## src/rtl/pipeline_sequencer.sv

```systemverilog
// Hazard/stall/flush sequencer for a 5-stage in-order pipeline.
// Latency: control outputs are combinational from state and inputs; status counters update one edge later.
// Backpressure: an unacknowledged data-memory access freezes every stage until dmem_ack or timeout.
module pipeline_sequencer (
    input  logic        CLK,
    input  logic        RSTn,
    input  logic [6:0]  id_opcode,
    input  logic [4:0]  id_rs1,
    input  logic [4:0]  id_rs2,
    input  logic        ex_memread,
    input  logic [4:0]  ex_rd,
    input  logic        ex_redirect,
    input  logic        mem_req,
    input  logic        dmem_ack,
    input  logic        halt_req,
    output logic        pc_write,
    output logic        ifid_write,
    output logic        ifid_flush,
    output logic        idex_write,
    output logic        idex_flush,
    output logic        exmem_write,
    output logic        memwb_flush,
    output logic [2:0]  state,
    output logic        halted,
    output logic        mem_timeout,
    output logic [15:0] stall_cycles,
    output logic [15:0] flush_count
);

    typedef enum logic [2:0] {
        RUN     = 3'd0,
        LDSTALL = 3'd1,
        MEMWAIT = 3'd2,
        DRAIN   = 3'd3,
        HALT    = 3'd4
    } state_t;

    localparam logic [6:0] OP_LUI    = 7'b0110111;
    localparam logic [6:0] OP_AUIPC  = 7'b0010111;
    localparam logic [6:0] OP_JAL    = 7'b1101111;
    localparam logic [6:0] OP_RTYPE  = 7'b0110011;
    localparam logic [6:0] OP_STORE  = 7'b0100011;
    localparam logic [6:0] OP_BRANCH = 7'b1100011;

    state_t      state_q, state_nxt;
    logic [7:0]  wait_q, wait_nxt;
    logic [1:0]  drain_q, drain_nxt;
    logic        timeout_set;
    logic        freeze, hold_front, flush_if, flush_id;
    logic        rs1_used, rs2_used, load_use, mem_stall;

    assign rs1_used  = !(id_opcode == OP_LUI || id_opcode == OP_AUIPC || id_opcode == OP_JAL);
    assign rs2_used  = (id_opcode == OP_RTYPE) || (id_opcode == OP_STORE) || (id_opcode == OP_BRANCH);
    assign load_use  = ex_memread && (ex_rd != 5'd0) &&
                       (((ex_rd == id_rs1) && rs1_used) || ((ex_rd == id_rs2) && rs2_used));
    assign mem_stall = mem_req && !dmem_ack;

    always_comb begin
        state_nxt   = state_q;
        wait_nxt    = 8'd0;
        drain_nxt   = drain_q;
        timeout_set = 1'b0;
        freeze      = 1'b0;
        hold_front  = 1'b0;
        flush_if    = 1'b0;
        flush_id    = 1'b0;
        case (state_q)
            RUN: begin
                if (mem_stall) begin
                    freeze    = 1'b1;
                    state_nxt = MEMWAIT;
                end else if (ex_redirect) begin
                    flush_if = 1'b1;
                    flush_id = 1'b1;
                end else if (halt_req) begin
                    hold_front = 1'b1;
                    flush_id   = 1'b1;
                    drain_nxt  = 2'd3;
                    state_nxt  = DRAIN;
                end else if (load_use) begin
                    hold_front = 1'b1;
                    flush_id   = 1'b1;
                    state_nxt  = LDSTALL;
                end
            end
            LDSTALL: begin
                if (mem_stall) begin
                    freeze    = 1'b1;
                    state_nxt = MEMWAIT;
                end else begin
                    state_nxt = RUN;
                end
            end
            MEMWAIT: begin
                if (dmem_ack) begin
                    state_nxt = RUN;
                end else begin
                    freeze   = 1'b1;
                    wait_nxt = wait_q + 8'd1;
                    // This cycle brings the count to 255 with no acknowledge.
                    if (wait_q == 8'd254) begin
                        timeout_set = 1'b1;
                        state_nxt   = HALT;
                    end
                end
            end
            DRAIN: begin
                if (mem_stall) begin
                    freeze = 1'b1;
                end else begin
                    hold_front = 1'b1;
                    flush_id   = 1'b1;
                    drain_nxt  = drain_q - 2'd1;
                    if (drain_q <= 2'd1) state_nxt = HALT;
                end
            end
            HALT: begin
                freeze = 1'b1;
            end
            default: begin
                state_nxt = RUN;
            end
        endcase
    end

    assign pc_write    = !(freeze || hold_front);
    assign ifid_write  = !(freeze || hold_front);
    assign idex_write  = !freeze;
    assign exmem_write = !freeze;
    assign ifid_flush  = flush_if;
    assign idex_flush  = flush_id && !freeze;
    assign memwb_flush = freeze;

    assign state  = state_q;
    assign halted = (state_q == HALT);

    always_ff @(posedge CLK or negedge RSTn) begin
        if (!RSTn) begin
            state_q      <= RUN;
            wait_q       <= 8'd0;
            drain_q      <= 2'd0;
            mem_timeout  <= 1'b0;
            stall_cycles <= 16'd0;
            flush_count  <= 16'd0;
        end else begin
            state_q <= state_nxt;
            wait_q  <= wait_nxt;
            drain_q <= drain_nxt;
            if (timeout_set) mem_timeout <= 1'b1;
            if (!pc_write && (state_q != HALT) && (stall_cycles != 16'hFFFF))
                stall_cycles <= stall_cycles + 16'd1;
            if (ifid_flush && (flush_count != 16'hFFFF))
                flush_count <= flush_count + 16'd1;
        end
    end

endmodule

```

## config.mk

```make
export PLATFORM = sky130hd
export DESIGN_NAME = pipeline_sequencer
export DESIGN_NICKNAME = d
export VERILOG_FILES = /design/src/rtl/pipeline_sequencer.sv
export SDC_FILE = /design/constraint.sdc
export NUM_CORES = 1
export LEC_CHECK = 0
export CORE_MARGIN = 4
export CORE_UTILIZATION = 40
export CTS_CLUSTER_DIAMETER = 150
export DETAILED_ROUTE_END_ITERATION = 10
export PLACE_DENSITY = 0.69
export SLEW_MARGIN = 25
export SYNTH_ARGS = -nofsm -noshare
export SYNTH_HDL_FRONTEND = slang
export SYNTH_SLANG_ARGS = --single-unit
export TNS_END_PERCENT = 10
```

## constraint.sdc

```tcl
create_clock -name CLK -period 3.5 [get_ports CLK]
set_clock_uncertainty 0.15 [all_clocks]
set_input_delay 1.05 -clock CLK [delete_from_list [all_inputs] [get_ports CLK]]
set_output_delay 1.05 -clock CLK [all_outputs]
set_load 0.1 [all_outputs]
```

==> results of run 1 <==
-- cell families (layout without fill, tap and decap cells) --
group | Yosys count | after routing | synth area share, %
AND/OR/NAND/NOR | 122 | 122 | 27.2
XOR/XNOR | 46 | 46 | 15.5
flip-flops | 46 | 46 | 44.4
AO/OA/AOI/OAI | 23 | 23 | 5.84
buffers and inverters | 15 | 114 | 3.23
adder cells (fa/ha/maj) | 5 | 5 | 2.41
multiplexers | 3 | 3 | 1.30
-- worst max-delay path, delay by kind of cell --
kind                   cells  cell delay (ns)
AND/OR/NAND/NOR            3             0.71
AO/OA/AOI/OAI              3             0.53
buffers and inverters      2             0.30
-- cell type report --
| type | count | area share, % |
|---|---|---|
| multi-input cells | 199 | 39.4 |
| well taps | 77 | 2.58 |
| repair buffers | 97 | 22.7 |
| clock inverters | 3 | 1.17 |
| inverters | 9 | 1.11 |
| clock buffers | 5 | 1.85 |
| flip-flops and latches | 46 | 31.1 |
-- worst max-delay path by stage --
stage                          from          end  slack [ns]
2_1_floorplan  state[0]$_DFFE_PN0P_  memwb_flush       -0.38
3_3_place_gp           id_opcode[5]   idex_flush       -0.70
3_5_place_dp           id_opcode[3]   idex_flush       -0.72
4_1_cts                id_opcode[2]   idex_flush       -0.25
5_1_grt                   id_rs2[0]   idex_flush       -0.39
6_report               id_opcode[3]   idex_flush       -0.28
-- cell usage after synthesis (2+ instances only) --
master | n | area, µm²
sky130_fd_sc_hd__nand4b_1 | 2 | 17.5
sky130_fd_sc_hd__nor3_2 | 3 | 30.0
sky130_fd_sc_hd__nor2_1 | 25 | 93.8
sky130_fd_sc_hd__o31ai_1 | 4 | 30.0
sky130_fd_sc_hd__nor4_2 | 2 | 25.0
sky130_fd_sc_hd__xnor2_1 | 11 | 96.3
sky130_fd_sc_hd__and3_1 | 5 | 31.3
sky130_fd_sc_hd__o21ai_0 | 5 | 25.0
sky130_fd_sc_hd__and2_1 | 2 | 12.5
sky130_fd_sc_hd__a21oi_1 | 7 | 35.0
sky130_fd_sc_hd__nand3b_1 | 2 | 15.0
sky130_fd_sc_hd__nor4_1 | 4 | 25.0
sky130_fd_sc_hd__nand2_1 | 19 | 71.3
sky130_fd_sc_hd__or3_1 | 2 | 12.5
sky130_fd_sc_hd__xor2_1 | 35 | 307
sky130_fd_sc_hd__nand3_1 | 18 | 90.1
sky130_fd_sc_hd__nor3b_2 | 2 | 25.0
sky130_fd_sc_hd__mux2_2 | 3 | 33.8
sky130_fd_sc_hd__ha_1 | 5 | 62.6
sky130_fd_sc_hd__nor4b_2 | 2 | 30.0
sky130_fd_sc_hd__inv_1 | 9 | 33.8
sky130_fd_sc_hd__buf_4 | 2 | 15.0
sky130_fd_sc_hd__dfrtp_1 | 46 | 1150
sky130_fd_sc_hd__nand2b_1 | 4 | 25.0
sky130_fd_sc_hd__nand4_1 | 14 | 87.6
sky130_fd_sc_hd__nor3_1 | 7 | 35.0
-- per-stage QoR --
stage	power [mW]	utilization, %	TNS (ns)	hold slack (ns)
floorplan	0.562	-	-1.27	0.343
global placement	0.622	56.4	-3.00	0.300
detailed placement	0.623	56.4	-3.18	0.299
CTS	1.03	58.8	-0.712	0.323
global route	1.06	59.0	-0.929	0.347
finish	1.02	59.0	-0.687	0.320
-- sequential cells by signal (all words and copies together), names as in the netlist --
signal,count
stall_cycles,16
flush_count,16
mem_timeout,1
drain_q,2
state,3
wait_q,8
-- what timing repair did --
item	CTS	global route
endpoints found under the setup margin	7	3
gates cloned	0	0
resized for setup	59	4
setup buffers	1	0
pin swaps	16	0
hold buffers	0	0
-- routing by layer --
metal | up-vias | global-route usage [%] | wire (µm)
met5 | - | 0 | 0
li1 | 1111 | - | -
met1 | 1042 | 21.0 | 2750
met4 | 0 | 3.98 | 48
met2 | 68 | 28.4 | 3100
met3 | 5 | 4.56 | 446
-- where the power goes --
group | internal [mW] | switching [mW]
sequential | 0.531 | 0.000125
clock | 0.214 | 0.193
combinational | 0.0422 | 0.0378
==> flow_metrics.env, run 1 <==
export IMPL_hpwl_mm=4.75
export IMPL_cts_inserted_buffers=5
export IMPL_clock_tree_from_tritoncts="yes"
export IMPL_place_worst_setup_slack_ns=-0.717
export IMPL_postLayoutCellArea_um2=3730
export IMPL_fp_dieH_um=88.5
export IMPL_cts_root_buf="sky130_fd_sc_hd__clkbuf_8"
export IMPL_timing_final_hold_violations=0
export IMPL_antenna_cells=0
export IMPL_cp_data_arrival_time_ns=2.58
export IMPL_total_power_divided_by_cell_area_nw_per_um2=273
export IMPL_postSynth_asyncResetShare_pct=100
export IMPL_cts_buffer_depth=2
export IMPL_io_buffers=72
export IMPL_floorplan_die_area_um2=7830
export IMPL_gr_total_overflow=0
export IMPL_maximum_number_of_pins_on_one_net_before_global_route_repair=29
export IMPL_area_of_the_multi_input_gates_um2=1470
export IMPL_synth_edff_count=0
export IMPL_critical_path_required_ns=2.30
export IMPL_maxClockFrequency_ghz=0.264
export IMPL_layout_area_overhead_vs_synth_pct=43.8
export IMPL_min_path_cells=1
export IMPL_postLayoutSetupSlackWorst_ns=-0.282
export IMPL_worst_ir_drop_vdd_mv=0.174
export IMPL_hold_path_startpoint="mem_timeout$_DFFE_PN0P_"
export IMPL_place_detailed_instances=427
export IMPL_cts_htree_levels=2
export IMPL_antenna_violations_before_repair=0
export IMPL_worst_r2r_startpoint="stall_cycles[2]$_DFFE_PN0P_"
export IMPL_wl_per_cell_um=14.5
export IMPL_synth_yosys_warnings=0
export IMPL_finalWeightedCongestion=0.813
export IMPL_placement_cell_area_um2=3560
export IMPL_worst_min_path_class="register to register"
export IMPL_count_of_distinct_cell_types_in_the_synthesized_netlist=46
export IMPL_violations_in_the_final_reports="setup timing"
export IMPL_end_kind="output port"
export IMPL_run_status="complete, but fails checks"
export IMPL_dominant_synthesized_flop_cell="sky130_fd_sc_hd__dfrtp_1"
export IMPL_leakagePower_nw=1.78
export IMPL_final_fill_count=566
export IMPL_drive_gt1_share_pct=34.3
export IMPL_die_width_um=88.5
export IMPL_worst_path_largest_cell_delay_ns=0.37
export IMPL_kind_of_start_point_of_the_critical_path="primary input"
export IMPL_design_portCount=73
export IMPL_maxCapViolCount=0
export IMPL_layout_commonest_cell="sky130_fd_sc_hd__buf_4"
export IMPL_totalWireLength_mm=6.34
export IMPL_route_vias_total=2226
export IMPL_final_period_minus_worst_setup_slack_ns=3.78
export IMPL_path_clk_slew_ns=0.09
export IMPL_vias_per_cell=5.11
export IMPL_reg2reg_depth=6
export IMPL_worst_hold_path_endpoint="mem_timeout$_DFFE_PN0P_"
export IMPL_syn_cell_area_um2=2590
export IMPL_initial_core_utilization_pct=41.0
export IMPL_grt_setup_unrepaired="true"
export IMPL_slew_headroom_pct=67.0
export IMPL_commonest_cells_after_routing_fill_and_taps_aside="61 x sky130_fd_sc_hd__buf_4, 43 x sky130_fd_sc_hd__dfrtp_1, 35 x sky130_fd_sc_hd__xor2_1, 23 x sky130_fd_sc_hd__nor2_1, 18 x sky130_fd_sc_hd__nand3_1"
export IMPL_slowest_stage="sky130_fd_sc_hd__or3b_4"
export IMPL_placement_rows=29
export IMPL_yosysSeqAreaShare_pct=44.4
export IMPL_syn_avg_cell_area_um2=9.97
export IMPL_detail_route_antenna_nets=0
export IMPL_clock_sink_count=46
export IMPL_wire_length_of_the_first_global_routing_pass_mm=10.3
export IMPL_worst_slew_pin_transition_ns=0.488
export IMPL_core_area_um2=6310
export IMPL_synth_instances=260
export IMPL_final_cell_count_no_fill=436
export IMPL_finalCritPeriodShare_pct=108
export IMPL_gr_usage_all_layers_pct=16.7
export IMPL_synth_nets=294
export IMPL_report_final_slew_viol_count=0
export IMPL_drc=0
export IMPL_timing_reg2reg_setup_slack_ns=1.04
export IMPL_worst_r2r_endpoint="stall_cycles[1]$_DFFE_PN0P_"
export IMPL_nNetsFinal=392
export IMPL_drt_pass1_iter_count=4
export IMPL_worstPathCellList="buf_2, or3b_4, nor4_2, nand4_1, a21oi_2, o31ai_4, a21oi_4, buf_12"
export IMPL_grt_pass1_vias=2202
export IMPL_clk_insertion_delay_late_ns=0.30
export IMPL_criticalPathCategory="primary input to output port"
export IMPL_violation_count_after_the_first_detailed_routing_iteration=57
export IMPL_seq_area_um2=1160
export IMPL_synth_ff_latch_count=46
export IMPL_setup_violations=3
export IMPL_critical_path_max_fanout=3
(Power assumes the default switching activity.)
==> inputs of run 2 (changes only) <==
- CORE_ASPECT_RATIO: default -> 1.4
- GPL_TIMING_DRIVEN: default -> 0
==> flow_metrics.env, run 2 (same netlist as run 1, synthesis figures left out) <==
export IMPL_final_period_minus_worst_setup_slack_ns=3.73
export IMPL_power_frac_clock_pct=37.6
export IMPL_timing_reg2reg_setup_slack_ns=0.95
export IMPL_critical_path_max_fanout=3
export IMPL_cts_inserted_buffers=5
export IMPL_worst_hold_path_endpoint="mem_timeout$_DFFE_PN0P_"
export IMPL_drc=0
export IMPL_violation_count_after_the_first_detailed_routing_iteration=82
export IMPL_maximum_number_of_pins_on_one_net_before_global_route_repair=47
export IMPL_finish_utilization_pct=58.6
export IMPL_layout_area_overhead_vs_synth_pct=41.3
export IMPL_leakagePower_nw=1.63
export IMPL_wire_length_of_the_first_global_routing_pass_mm=10.6
export IMPL_postLayoutCellArea_um2=3660
export IMPL_placement_rows=34
export IMPL_setup_violations=3
export IMPL_finalPower_mw=0.964
export IMPL_grt_pass1_vias=2314
export IMPL_design_portCount=73
export IMPL_commonest_cells_after_routing_fill_and_taps_aside="43 x sky130_fd_sc_hd__dfrtp_1, 40 x sky130_fd_sc_hd__clkdlybuf4s50_1, 35 x sky130_fd_sc_hd__xor2_1, 23 x sky130_fd_sc_hd__nor2_1, 18 x sky130_fd_sc_hd__nand3_1"
export IMPL_finalWeightedCongestion=0.794
export IMPL_worst_r2r_endpoint="stall_cycles[1]$_DFFE_PN0P_"
export IMPL_initial_core_utilization_pct=41.4
export IMPL_criticalPathCategory="primary input to output port"
export IMPL_biggestRegsByFlops="flush_count (16), stall_cycles (16), wait_q (8)"
export IMPL_totalWireLength_mm=6.10
export IMPL_slew_headroom_pct=34.1
export IMPL_finalCritPeriodShare_pct=107
export IMPL_power_switching_mw=0.218
export IMPL_seq_power_share_pct=55.2
export IMPL_run_status="complete, but fails checks"
export IMPL_cp_data_arrival_time_ns=2.53
export IMPL_cts_root_buf="sky130_fd_sc_hd__clkbuf_8"
export IMPL_drive_gt1_share_pct=20.3
export IMPL_nNetsFinal=377
export IMPL_post_cts_hold_buffer_count=0
export IMPL_report_final_slew_viol_count=0
export IMPL_antenna_cells=0
export IMPL_drt_pass1_iter_count=7
export IMPL_fp_dieH_um=103
export IMPL_grt_setup_unrepaired="true"
export IMPL_cts_htree_levels=2
export IMPL_violations_in_the_final_reports="setup timing"
export IMPL_worst_min_path_class="register to register"
export IMPL_maxClockFrequency_ghz=0.268
export IMPL_clock_sink_count=46
export IMPL_switching_share_pct=22.6
export IMPL_wl_per_cell_um=14.7
export IMPL_internal_power_mw=0.746
export IMPL_worst_slew_pin_transition_ns=0.985
export IMPL_detail_route_antenna_nets=0
export IMPL_postLayoutSetupSlackWorst_ns=-0.229
export IMPL_route_vias_total=2237
export IMPL_hold_path_startpoint="mem_timeout$_DFFE_PN0P_"
export IMPL_end_kind="output port"
export IMPL_floorplan_die_area_um2=7850
export IMPL_die_width_um=76.0
export IMPL_final_cell_count_no_fill=416
export IMPL_clk_insertion_delay_late_ns=0.30
export IMPL_clock_tree_from_tritoncts="yes"
export IMPL_antenna_violations_before_repair=0
export IMPL_reg2reg_depth=6
export IMPL_placement_cell_area_um2=3450
export IMPL_place_detailed_instances=404
export IMPL_gr_total_overflow=0
export IMPL_layout_commonest_cell="sky130_fd_sc_hd__dfrtp_1"
export IMPL_core_area_um2=6250
export IMPL_maxCapViolCount=0
export IMPL_kind_of_start_point_of_the_critical_path="primary input"
export IMPL_vias_per_cell=5.38
export IMPL_total_power_divided_by_cell_area_nw_per_um2=263
export IMPL_io_buffers=72
export IMPL_cts_buffer_depth=2
export IMPL_hpwl_mm=4.55
export IMPL_timing_final_hold_violations=0
export IMPL_min_path_cells=1
export IMPL_critical_path_required_ns=2.30
export IMPL_combPwrFrac_pct=7.2
export IMPL_worst_ir_drop_vdd_mv=0.124
export IMPL_path_clk_slew_ns=0.09
export IMPL_worst_r2r_startpoint="stall_cycles[2]$_DFFE_PN0P_"
export IMPL_gr_usage_all_layers_pct=16.3
-- run 2: power groups by stage --
stage	registers [mW]	clock network, mW	logic (mW)
6_report	0.532	0.363	0.0694
4_1_cts	0.532	0.372	0.0708
2_1_floorplan	0.542	0	0.0196
3_5_place_dp	0.542	0	0.0712
3_3_place_gp	0.542	0	0.0701
5_1_grt	0.532	0.397	0.0770
-- run 2: layer usage --
layer  GRT usage (%)  up-vias  part of all wire [%]
met5               0        -                     0
met4            6.58        0                   2.0
met3            3.29       11                   5.0
met2            30.8       60                    54
met1            17.9     1082                    39
li1                -     1084                     -
-- run 2: through the flow --
stage | worst slack (ns) | hold WS, ns | TNS (ns)
6_report | -0.229 | 0.315 | -0.471
3_5_place_dp | -1.65 | 0.297 | -9.78
2_1_floorplan | -0.376 | 0.343 | -1.27
5_1_grt | -0.333 | 0.344 | -0.704
4_1_cts | -0.235 | 0.323 | -0.612
3_3_place_gp | -1.65 | 0.304 | -15.09
-- run 2: timing repair --
action	CTS	global route
endpoints found under the setup margin	8	7
gates resized for setup	112	10
buffers inserted	5	0
hold endpoints to repair	0	0
gates cloned	0	0
pin swaps	17	5
-- run 2: worst max path at each step --
stage | startpoint | end | slack [ns] | cells past startpoint
floorplan | state[0]$_DFFE_PN0P_ | memwb_flush | -0.38 | 5
global placement | id_opcode[5] | idex_flush | -1.65 | 8
detailed placement | id_opcode[5] | idex_flush | -1.65 | 8
CTS | id_opcode[2] | idex_flush | -0.23 | 8
global route | id_opcode[2] | idex_flush | -0.33 | 8
finish | ex_rd[1] | idex_flush | -0.23 | 7
-- run 2: layout make-up --
type                       count  area [µm²]
multi-input combinational    199        1470
fill                         571        2590
sequential                    46        1160
tap                           72        90.1
inverter                       9        41.3
timing repair buffer          77         749
clock buffer                   7        96.3
buffer                         5        46.3
clock inverter                 1        8.76
-- run 2: critical path: stages --
cell	delay [ns]
sky130_fd_sc_hd__clkdlybuf4s15_1	0.22
sky130_fd_sc_hd__or3_4	0.43
sky130_fd_sc_hd__o31ai_4	0.19
sky130_fd_sc_hd__a21oi_2	0.07
sky130_fd_sc_hd__o31ai_2	0.29
sky130_fd_sc_hd__a21oi_4	0.10
sky130_fd_sc_hd__buf_12	0.17
==> inputs of run 3 (changes only) <==
- REMOVE_ABC_BUFFERS: default -> 1
==> flow_metrics.env, run 3 (same netlist as run 1, synthesis figures left out) <==
export IMPL_run_status="complete, but fails checks"
export IMPL_violations_in_the_final_reports="setup timing"
export IMPL_placement_rows=34
export IMPL_finalPower_mw=0.929
export IMPL_worst_hold_path_endpoint="mem_timeout$_DFFE_PN0P_"
export IMPL_fp_dieH_um=103
export IMPL_core_area_um2=6250
export IMPL_end_kind="output port"
export IMPL_finish_utilization_pct=57.0
export IMPL_worst_r2r_startpoint="stall_cycles[2]$_DFFE_PN0P_"
export IMPL_vias_per_cell=5.29
export IMPL_report_final_slew_viol_count=0
export IMPL_wire_length_of_the_first_global_routing_pass_mm=9.79
export IMPL_cts_buffer_depth=2
export IMPL_worst_ir_drop_vdd_mv=0.157
export IMPL_initial_core_utilization_pct=41.4
export IMPL_gr_usage_all_layers_pct=14.8
export IMPL_setup_violations=3
export IMPL_commonest_cells_after_routing_fill_and_taps_aside="46 x sky130_fd_sc_hd__dfrtp_1, 43 x sky130_fd_sc_hd__clkdlybuf4s50_1, 35 x sky130_fd_sc_hd__xor2_1, 25 x sky130_fd_sc_hd__nor2_1"
export IMPL_hpwl_mm=4.37
export IMPL_timing_reg2reg_setup_slack_ns=1.02
export IMPL_total_power_divided_by_cell_area_nw_per_um2=261
export IMPL_biggestRegsByFlops="flush_count (16), stall_cycles (16), wait_q (8)"
export IMPL_violation_count_after_the_first_detailed_routing_iteration=87
export IMPL_slew_headroom_pct=34.2
export IMPL_post_cts_hold_buffer_count=0
export IMPL_final_period_minus_worst_setup_slack_ns=3.77
export IMPL_slowest_stage="sky130_fd_sc_hd__clkdlybuf4s50_1"
export IMPL_finalHoldWorstSlack_ns=0.333
export IMPL_worst_slew_pin_transition_ns=0.984
export IMPL_gr_total_overflow=0
export IMPL_route_vias_total=2191
export IMPL_postLayoutSetupSlackWorst_ns=-0.272
export IMPL_critical_path_required_ns=2.30
export IMPL_drc=0
export IMPL_place_detailed_instances=399
export IMPL_worst_path_largest_cell_delay_ns=0.45
export IMPL_criticalPathCategory="primary input to output port"
export IMPL_grt_pass1_vias=2197
export IMPL_cts_root_buf="sky130_fd_sc_hd__clkbuf_8"
export IMPL_leakagePower_nw=1.60
export IMPL_floorplan_die_area_um2=7850
export IMPL_design_portCount=73
export IMPL_worstPathCellList="clkdlybuf4s50_1, and2_4, o2111ai_2, nand4_1, buf_4, buf_4, nand4b_1, nand2_2, buf_12"
export IMPL_layout_area_overhead_vs_synth_pct=37.6
export IMPL_kind_of_start_point_of_the_critical_path="primary input"
export IMPL_cp_data_arrival_time_ns=2.57
export IMPL_worst_min_path_class="register to register"
export IMPL_drt_pass1_iter_count=4
export IMPL_grt_setup_unrepaired="true"
export IMPL_die_width_um=76.0
export IMPL_cpMostUsedCell="sky130_fd_sc_hd__buf_4"
export IMPL_maxClockFrequency_ghz=0.265
export IMPL_io_buffers=72
export IMPL_final_cell_count_no_fill=414
export IMPL_wl_per_cell_um=14.1
export IMPL_postLayoutCellArea_um2=3560
export IMPL_timing_final_hold_violations=0
export IMPL_clock_sink_count=46
export IMPL_min_path_cells=1
export IMPL_reg2reg_depth=6
export IMPL_maxCapViolCount=0
export IMPL_cts_htree_levels=2
export IMPL_maximum_number_of_pins_on_one_net_before_global_route_repair=31
export IMPL_placement_cell_area_um2=3370
export IMPL_drive_gt1_share_pct=17.0
export IMPL_layout_commonest_cell="sky130_fd_sc_hd__dfrtp_1"
export IMPL_clk_insertion_delay_late_ns=0.30
export IMPL_path_clk_slew_ns=0.09
export IMPL_hold_path_startpoint="mem_timeout$_DFFE_PN0P_"
export IMPL_nNetsFinal=375
export IMPL_detail_route_antenna_nets=0
export IMPL_antenna_cells=0
export IMPL_worst_r2r_endpoint="stall_cycles[1]$_DFFE_PN0P_"
export IMPL_cts_inserted_buffers=5
export IMPL_finalCritPeriodShare_pct=108
export IMPL_antenna_violations_before_repair=0
export IMPL_final_fill_count=579
export IMPL_totalWireLength_mm=5.84
export IMPL_critical_path_max_fanout=2
export IMPL_finalWeightedCongestion=0.810
export IMPL_clock_tree_from_tritoncts="yes"
run 3: changes by cell type in the layout (fill, tap and decap cells not counted), moves of 2 or more:
cell,change
sky130_fd_sc_hd__dfrtp_1,+3
sky130_fd_sc_hd__clkbuf_8,-2
sky130_fd_sc_hd__clkdlybuf4s50_1,+3
sky130_fd_sc_hd__dfrtp_4,-2
sky130_fd_sc_hd__clkinvlp_4,-2
sky130_fd_sc_hd__buf_8,-2
sky130_fd_sc_hd__inv_1,+2
sky130_fd_sc_hd__nor2_4,-2
sky130_fd_sc_hd__nor2_1,+2
sky130_fd_sc_hd__buf_6,+2
run 3: worst max-delay path by stage:
stage / from / end / cells past startpoint
2_1_floorplan: state[0]$_DFFE_PN0P_ / memwb_flush / 5
3_3_place_gp: id_opcode[5] / idex_flush / 8
3_5_place_dp: id_opcode[3] / idex_flush / 8
4_1_cts: id_opcode[2] / idex_flush / 8
5_1_grt: id_opcode[2] / idex_flush / 8
6_report: id_opcode[1] / ifid_write / 9
run 3: final cells by class:
class                      count  area (µm²)  share of cell area [%]
inverter                       9        33.8                   0.948
multi-input combinational    199        1420                    39.9
timing repair buffer          80         781                    21.9
clock inverter                 2        13.8                   0.386
clock buffer                   6        72.6                    2.04
tap                           72        90.1                    2.53
sequential                    46        1150                    32.3
run 3: critical path, delay by kind of cell:
kind / cells / cell delay (ns)
simple gates: 4 / 0.54
buf+inv: 4 / 0.85
compound gates: 1 / 0.11
run 3: routing by layer:
layer | vias to the layer above | track usage (%) | wire length (µm)
li1 | 1079 | - | -
met1 | 1055 | 18.1 | 2440
met2 | 53 | 27.1 | 3130
met3 | 4 | 2.69 | 233
met4 | 0 | 3.29 | 41
met5 | - | 0 | 0
run 3: where the power goes:
group	switching, mW	internal [mW]
registers	0.000179	0.531
clock network	0.184	0.141
logic	0.0350	0.0368
run 3: stage by stage:
stage          setup WS [ns]  setup TNS, ns
2_1_floorplan          -3.66         -11.04
3_3_place_gp           -1.67         -12.54
3_5_place_dp           -1.67          -9.77
4_1_cts               -0.295         -0.869
5_1_grt               -0.418          -1.20
6_report              -0.272         -0.812
run 3: repair_timing:
| item | CTS | global route |
|---|---|---|
| gates resized for setup | 109 | 6 |
| endpoints found under the setup margin | 8 | 7 |
| setup buffers | 5 | 2 |
| pin swaps | 15 | 2 |
